===== config.mk =====
export PLATFORM = sky130hd
export DESIGN_NAME = fetch_entry_buffer
export DESIGN_NICKNAME = d
export VERILOG_FILES = /design/src/rtl/ariane_pkg.sv /design/src/rtl/fetch_buf_ptr_ctrl.sv /design/src/rtl/fetch_entry_buffer.sv
export SDC_FILE = /design/constraint.sdc
export NUM_CORES = 2
export LEC_CHECK = 0
export ABC_CLOCK_PERIOD_IN_PS = 53000
export BUFFER_PORTS_ARGS = -buffer_cell sky130_fd_sc_hd__buf_2
export CAP_MARGIN = 20
export CELL_PAD_IN_SITES_DETAIL_PLACEMENT = 0
export CELL_PAD_IN_SITES_GLOBAL_PLACEMENT = 2
export CORE_UTILIZATION = 35
export DETAILED_ROUTE_END_ITERATION = 10
export HOLD_SLACK_MARGIN = 0.12
export MAX_ROUTING_LAYER = met4
export PLACE_DENSITY_LB_ADDON = 0.1
export SLEW_MARGIN = 10
export SYNTH_ARGS = -nofsm -noshare
export SYNTH_HDL_FRONTEND = slang
export SYNTH_SLANG_ARGS = --single-unit

===== constraint.sdc =====
create_clock -name clk_i -period 53 [get_ports clk_i]
set_input_delay 10.6 -clock clk_i [delete_from_list [all_inputs] [get_ports clk_i]]
set_output_delay 10.6 -clock clk_i [all_outputs]
set_load 0.05 [all_outputs]

===== src/rtl/ariane_pkg.sv =====
// Core-wide types shared by the frontend and decode, including the fetch entry
// passed between them and the depth of the fetch entry buffer.
package ariane_pkg;

  localparam int unsigned FETCH_BUF_DEPTH = 4;

  typedef enum logic [2:0] {
    NoCF,
    Branch,
    Jump,
    JumpR,
    Return
  } cf_t;

  typedef struct packed {
    cf_t         cf;
    logic [63:0] predict_address;
  } branchpredict_sbe_t;

  typedef struct packed {
    logic [63:0] cause;
    logic [63:0] tval;
    logic        valid;
  } exception_t;

  typedef struct packed {
    logic [63:0]        address;
    logic [31:0]        instruction;
    branchpredict_sbe_t branch_predict;
    exception_t         ex;
  } fetch_entry_t;

endpackage


===== src/rtl/fetch_buf_ptr_ctrl.sv =====
// Read/write pointers and occupancy count for the fetch entry buffer.
// Flush overrides push and pop and returns everything to the empty state.
module fetch_buf_ptr_ctrl #(
  parameter  int unsigned DEPTH = 4,
  localparam int unsigned PTR_W = $clog2(DEPTH),
  localparam int unsigned CNT_W = $clog2(DEPTH) + 1
) (
  input  logic             clk_i,
  input  logic             rst_i,
  input  logic             flush_i,
  input  logic             push_i,
  input  logic             pop_i,
  output logic [PTR_W-1:0] rd_ptr_o,
  output logic [PTR_W-1:0] wr_ptr_o,
  output logic [CNT_W-1:0] count_o,
  output logic             full_o,
  output logic             empty_o
);

  logic [PTR_W-1:0] r_rd_ptr, r_wr_ptr;
  logic [CNT_W-1:0] r_count;
  logic [PTR_W-1:0] w_rd_ptr_next, w_wr_ptr_next;
  logic [CNT_W-1:0] w_count_next;

  // DEPTH is a power of two, so pointer wrap is the natural overflow
  always_comb begin
    w_rd_ptr_next = r_rd_ptr;
    w_wr_ptr_next = r_wr_ptr;
    w_count_next  = r_count;
    if (flush_i) begin
      w_rd_ptr_next = '0;
      w_wr_ptr_next = '0;
      w_count_next  = '0;
    end else begin
      if (push_i) w_wr_ptr_next = r_wr_ptr + PTR_W'(1);
      if (pop_i)  w_rd_ptr_next = r_rd_ptr + PTR_W'(1);
      w_count_next = r_count + CNT_W'(push_i) - CNT_W'(pop_i);
    end
  end

  always_ff @(posedge clk_i or posedge rst_i) begin
    if (rst_i) begin
      r_rd_ptr <= '0;
      r_wr_ptr <= '0;
      r_count  <= '0;
    end else begin
      r_rd_ptr <= w_rd_ptr_next;
      r_wr_ptr <= w_wr_ptr_next;
      r_count  <= w_count_next;
    end
  end

  assign rd_ptr_o = r_rd_ptr;
  assign wr_ptr_o = r_wr_ptr;
  assign count_o  = r_count;
  assign full_o   = (r_count == CNT_W'(DEPTH));
  assign empty_o  = (r_count == '0);

endmodule


===== src/rtl/fetch_entry_buffer.sv =====
// Elastic FIFO between frontend and decode. Handshake outputs come only from
// registered state, so there is no bypass and no ready_i -> ready_o path.
module fetch_entry_buffer
  import ariane_pkg::*;
#(
  parameter  int unsigned DEPTH = ariane_pkg::FETCH_BUF_DEPTH,
  localparam int unsigned CNT_W = $clog2(DEPTH) + 1,
  localparam int unsigned PTR_W = $clog2(DEPTH)
) (
  input  logic             clk_i,
  input  logic             rst_i,
  input  logic             flush_i,
  input  fetch_entry_t     fetch_entry_i,
  input  logic             fetch_entry_valid_i,
  output logic             fetch_entry_ready_o,
  output fetch_entry_t     fetch_entry_o,
  output logic             fetch_entry_valid_o,
  input  logic             fetch_entry_ready_i,
  output logic [CNT_W-1:0] usage_o
);

  fetch_entry_t     r_mem [DEPTH];
  logic [PTR_W-1:0] w_rd_ptr, w_wr_ptr;
  logic [CNT_W-1:0] w_count;
  logic             w_full, w_empty, w_push, w_pop;

  assign fetch_entry_ready_o = ~w_full;
  assign fetch_entry_valid_o = ~w_empty;
  assign w_push = fetch_entry_valid_i & fetch_entry_ready_o;
  assign w_pop  = fetch_entry_valid_o & fetch_entry_ready_i;

  fetch_buf_ptr_ctrl #(.DEPTH(DEPTH)) u_ptr_ctrl (
    .clk_i    (clk_i),
    .rst_i    (rst_i),
    .flush_i  (flush_i),
    .push_i   (w_push),
    .pop_i    (w_pop),
    .rd_ptr_o (w_rd_ptr),
    .wr_ptr_o (w_wr_ptr),
    .count_o  (w_count),
    .full_o   (w_full),
    .empty_o  (w_empty)
  );

  // A push during flush still lands in storage; the pointer reset discards it
  always_ff @(posedge clk_i or posedge rst_i) begin
    if (rst_i) begin
      for (int i = 0; i < int'(DEPTH); i++) r_mem[i] <= '0;
    end else if (w_push) begin
      r_mem[w_wr_ptr] <= fetch_entry_i;
    end
  end

  assign fetch_entry_o = r_mem[w_rd_ptr];
  assign usage_o       = w_count;

  a_count_bound: assert property (@(posedge clk_i) disable iff (rst_i)
    w_count <= CNT_W'(DEPTH))
    else $error("fetch_entry_buffer: occupancy above DEPTH");

  a_input_stable: assert property (@(posedge clk_i) disable iff (rst_i)
    (fetch_entry_valid_i && !fetch_entry_ready_o) |=>
      (!fetch_entry_valid_i || $stable(fetch_entry_i)))
    else $warning("fetch_entry_buffer: fetch_entry_i changed while held off");

endmodule


==> impl_metrics.yaml <==
status:
  status: "finished clean"
global_route:
  antenna_found_initial: 75
  grt_max_degree: 167
  grt_overflow: 0
  grt_pass1_wl_um: 206000
  grt_pass1_vias: 32000
  track_usage_pct: 18.9
route:
  wl_um: 134000
  routedWlPerCell_um: 24.4
  dr.pass1.iters: 4
  ant_nets: 0
  first_iter_violations: 915
  vias_per_cell: 5.09
  drc_errors: 0
  vias: 28100
power_and_ir_drop:
  clockPowerShare_pct: 21.3
  power_density_mw_per_mm2: 74.1
  combPwrFrac_pct: 43.6
  p_int_mw: 2.66
  switchingPower_mw: 1.79
  finalPower_mw: 4.45
  swShare_pct: 40.2
  irDropWorstVdd_mv: 0.0478
  leakage_nw: 25.9
  seqPwrFrac_pct: 35.0
setup_path:
  r2r_setup_slack_ns: 49.06
  crit_path_start_kind: "flip-flop"
  reg2reg_depth: 6
  crit_top_cell: "buf_4"
  r2r-end: "r_mem[99]$_DFFE_PP0P_"
  end_kind: "primary output"
  crit_path_cell_trace: "buf_16 > buf_4 > buf_16 > buf_4 > buf_4 > mux4_2 > buf_2"
  max_stage_delay_ns: 0.79
  crit_slowest_cell: "buf_4"
  crit_type: "reg2out"
  cp.arrival_ns: 4.65
  cp_max_fo: 51
  timing.rr.start: "u_ptr_ctrl.count_o[1]$_DFF_PP0_"
  crit_required_ns: 42.40
synth:
  synth_cell_types: 24
  syn_nets: 3176
  post-synth-top-area-cell: "dfrtp_1"
  netlist_area_mm2: 0.0512
  ys_ff_latch: 1175
  ys_warn_count: 0
  syn_inst: 2872
  synth_top_area_share_pct: 57.5
  yosys-top-cells-area: "dfrtp_1 (57%), mux2_2 (26%), mux4_2 (13%)"
  yosysSeqAreaShare_pct: 57.5
  avgSynthCellArea_um2: 17.8
floorplanning:
  core-area_mm2: 0.144
  io_pins: 594
  die_w_um: 384
  start_util_pct: 35.4
  dieArea_mm2: 0.148
  row_count: 139
  fp.dieH_um: 384
sta:
  clock_skew_ns: 0.0316
  final.setup.tns_ns: 0
  layout_min_cycle_time_ns: 15.25
  maxSlewHeadroom_pct: 24.5
  post-route-period-util_pct: 28.8
  max_freq_ghz: 0.0656
  fin_ws_ns: 37.75
  hold_viol: 0
  setup_viol: 0
  drv_slew: 0
  timing.hold.ws_ns: 0.499
  rsz0062_at_grt: "false"
  tightest_slew_ns: 1.13
finish:
  fill_cells: 13000
  final_layout_size_suffix_gt1_share_pct: 65.2
  layout.cells.non_filler: 5516
  final_util_pct: 41.6
  layout_commonest_cell: "dfrtp_1"
  nNetsFinal: 3763
  fin_area_mm2: 0.0600
  syn_to_final_growth_pct: 17.4
  final_cell_mix: "dfrtp_1 (1173), mux2_2 (1168), buf_2 (593)"
clock_tree:
  cts_buffers: 139
  cts.root.buffer_cell: "clkbuf_16"
  clock_latency_ns: 0.75
  cts_tree: "built"
  cts_sinks: 1175
  cts_resized: 0
  cts_setup_buffers: 0
  htree_levels: 4
  hold_buffers: 0
  path_clk_slew_ns: 0.06
  cts_buffer_depth: 3
hold_path:
  min_from: "r_mem[674]$_DFFE_PP0P_"
  min_to: "r_mem[674]$_DFFE_PP0P_"
  hold_class: "reg2reg"
  worstHoldPathCells: 1
placement:
  place_area_mm2: 0.0552
  place_inst: 5217
  gp_congestion: 0.746
  port_buffers: 593
  dp_slack_ns: 37.01
  dp_hpwl_um: 85700
flow_run:
  drv_cap: 0
synth_stat cells, drive strengths merged:
library cell,count
mux4,292
dfrtp,1175
nor3,1
inv,7
nor3b,1
nor2,8
o31a,1
xor2,2
fa,1
mux2,1168
o311ai,1
or3,2
clkbuf,8
and2,1
a21oi,2
buf,186
nand2,5
o21ai,2
nand3b,1
xnor2,1
ha,6
nor2b,1
area by class of cell:
type / instances / area (µm²) / share of cell area [%]
antenna: 48 / 120 / 0.200
clock buffer: 206 / 4120 / 6.87
clock inverter: 41 / 478 / 0.796
inverter: 7 / 33.8 / 0.0563
multi-input combinational: 1496 / 20000 / 33.3
sequential: 1175 / 29400 / 49.0
tap: 1903 / 2380 / 3.97
timing repair buffer: 640 / 3480 / 5.80
flip-flops by register name (all words and copies together), names as in the netlist:
signal / flops
r_mem: 1168
u_ptr_ctrl.count_o: 3
u_ptr_ctrl.wr_ptr_o: 2
u_ptr_ctrl.rd_ptr_o: 2
routing by layer:
| metal | wire [µm] | vias to the layer above | track usage (%) |
|---|---|---|---|
| met2 | 65900 | 637 | 29.8 |
| met5 | 0 | - | - |
| met3 | 9710 | 249 | 6.39 |
| li1 | - | 12000 | - |
| met4 | 4390 | 0 | 7.15 |
| met1 | 54300 | 15100 | 22.4 |
logic make-up after synthesis:
family	Yosys count	synth area share, %
muxes	1460	38.6
DFF	1175	57.5
buffers and inverters	201	3.44
and+or+nand+nor	20	0.193
adders and majority gates	7	0.186
AOI/OAI and AO/OA	6	0.0734
xor gates and xnor gates	3	0.0514
worst max-delay path: cells and delay by family (launching register included):
| kind | cells | cell delay [ns] |
|---|---|---|
| buf+inv | 6 | 2.73 |
| flops | 1 | 0.61 |
| mux | 1 | 0.44 |
power groups by stage:
stage / Combinational (mW) / Sequential, mW / Clock, mW
after CTS: 1.97 / 1.57 / 0.984
after global routing: 2.05 / 1.62 / 1.02
after floorplan: 1.55 / 1.50 / 0
after global placement: 1.93 / 1.54 / 0
final: 1.94 / 1.56 / 0.949
after detailed placement: 1.96 / 1.58 / 0
worst max-delay path by stage:
stage                                                   from  cells after the start                      to  slack (ns)
after floorplan                                        rst_i                      1    r_mem[0]$_DFFE_PP0P_        9.30
after global placement                                 rst_i                      7  r_mem[122]$_DFFE_PP0P_       37.38
after detailed placement                               rst_i                      7  r_mem[122]$_DFFE_PP0P_       37.01
after CTS                 u_ptr_ctrl.rd_ptr_o[0]$_DFFE_PP0P_                      6      fetch_entry_o[162]       37.23
after global routing      u_ptr_ctrl.rd_ptr_o[0]$_DFFE_PP0P_                      7      fetch_entry_o[107]       37.46
final                     u_ptr_ctrl.rd_ptr_o[0]$_DFFE_PP0P_                      7      fetch_entry_o[109]       37.75
Power figures use the tool's default switching activity.
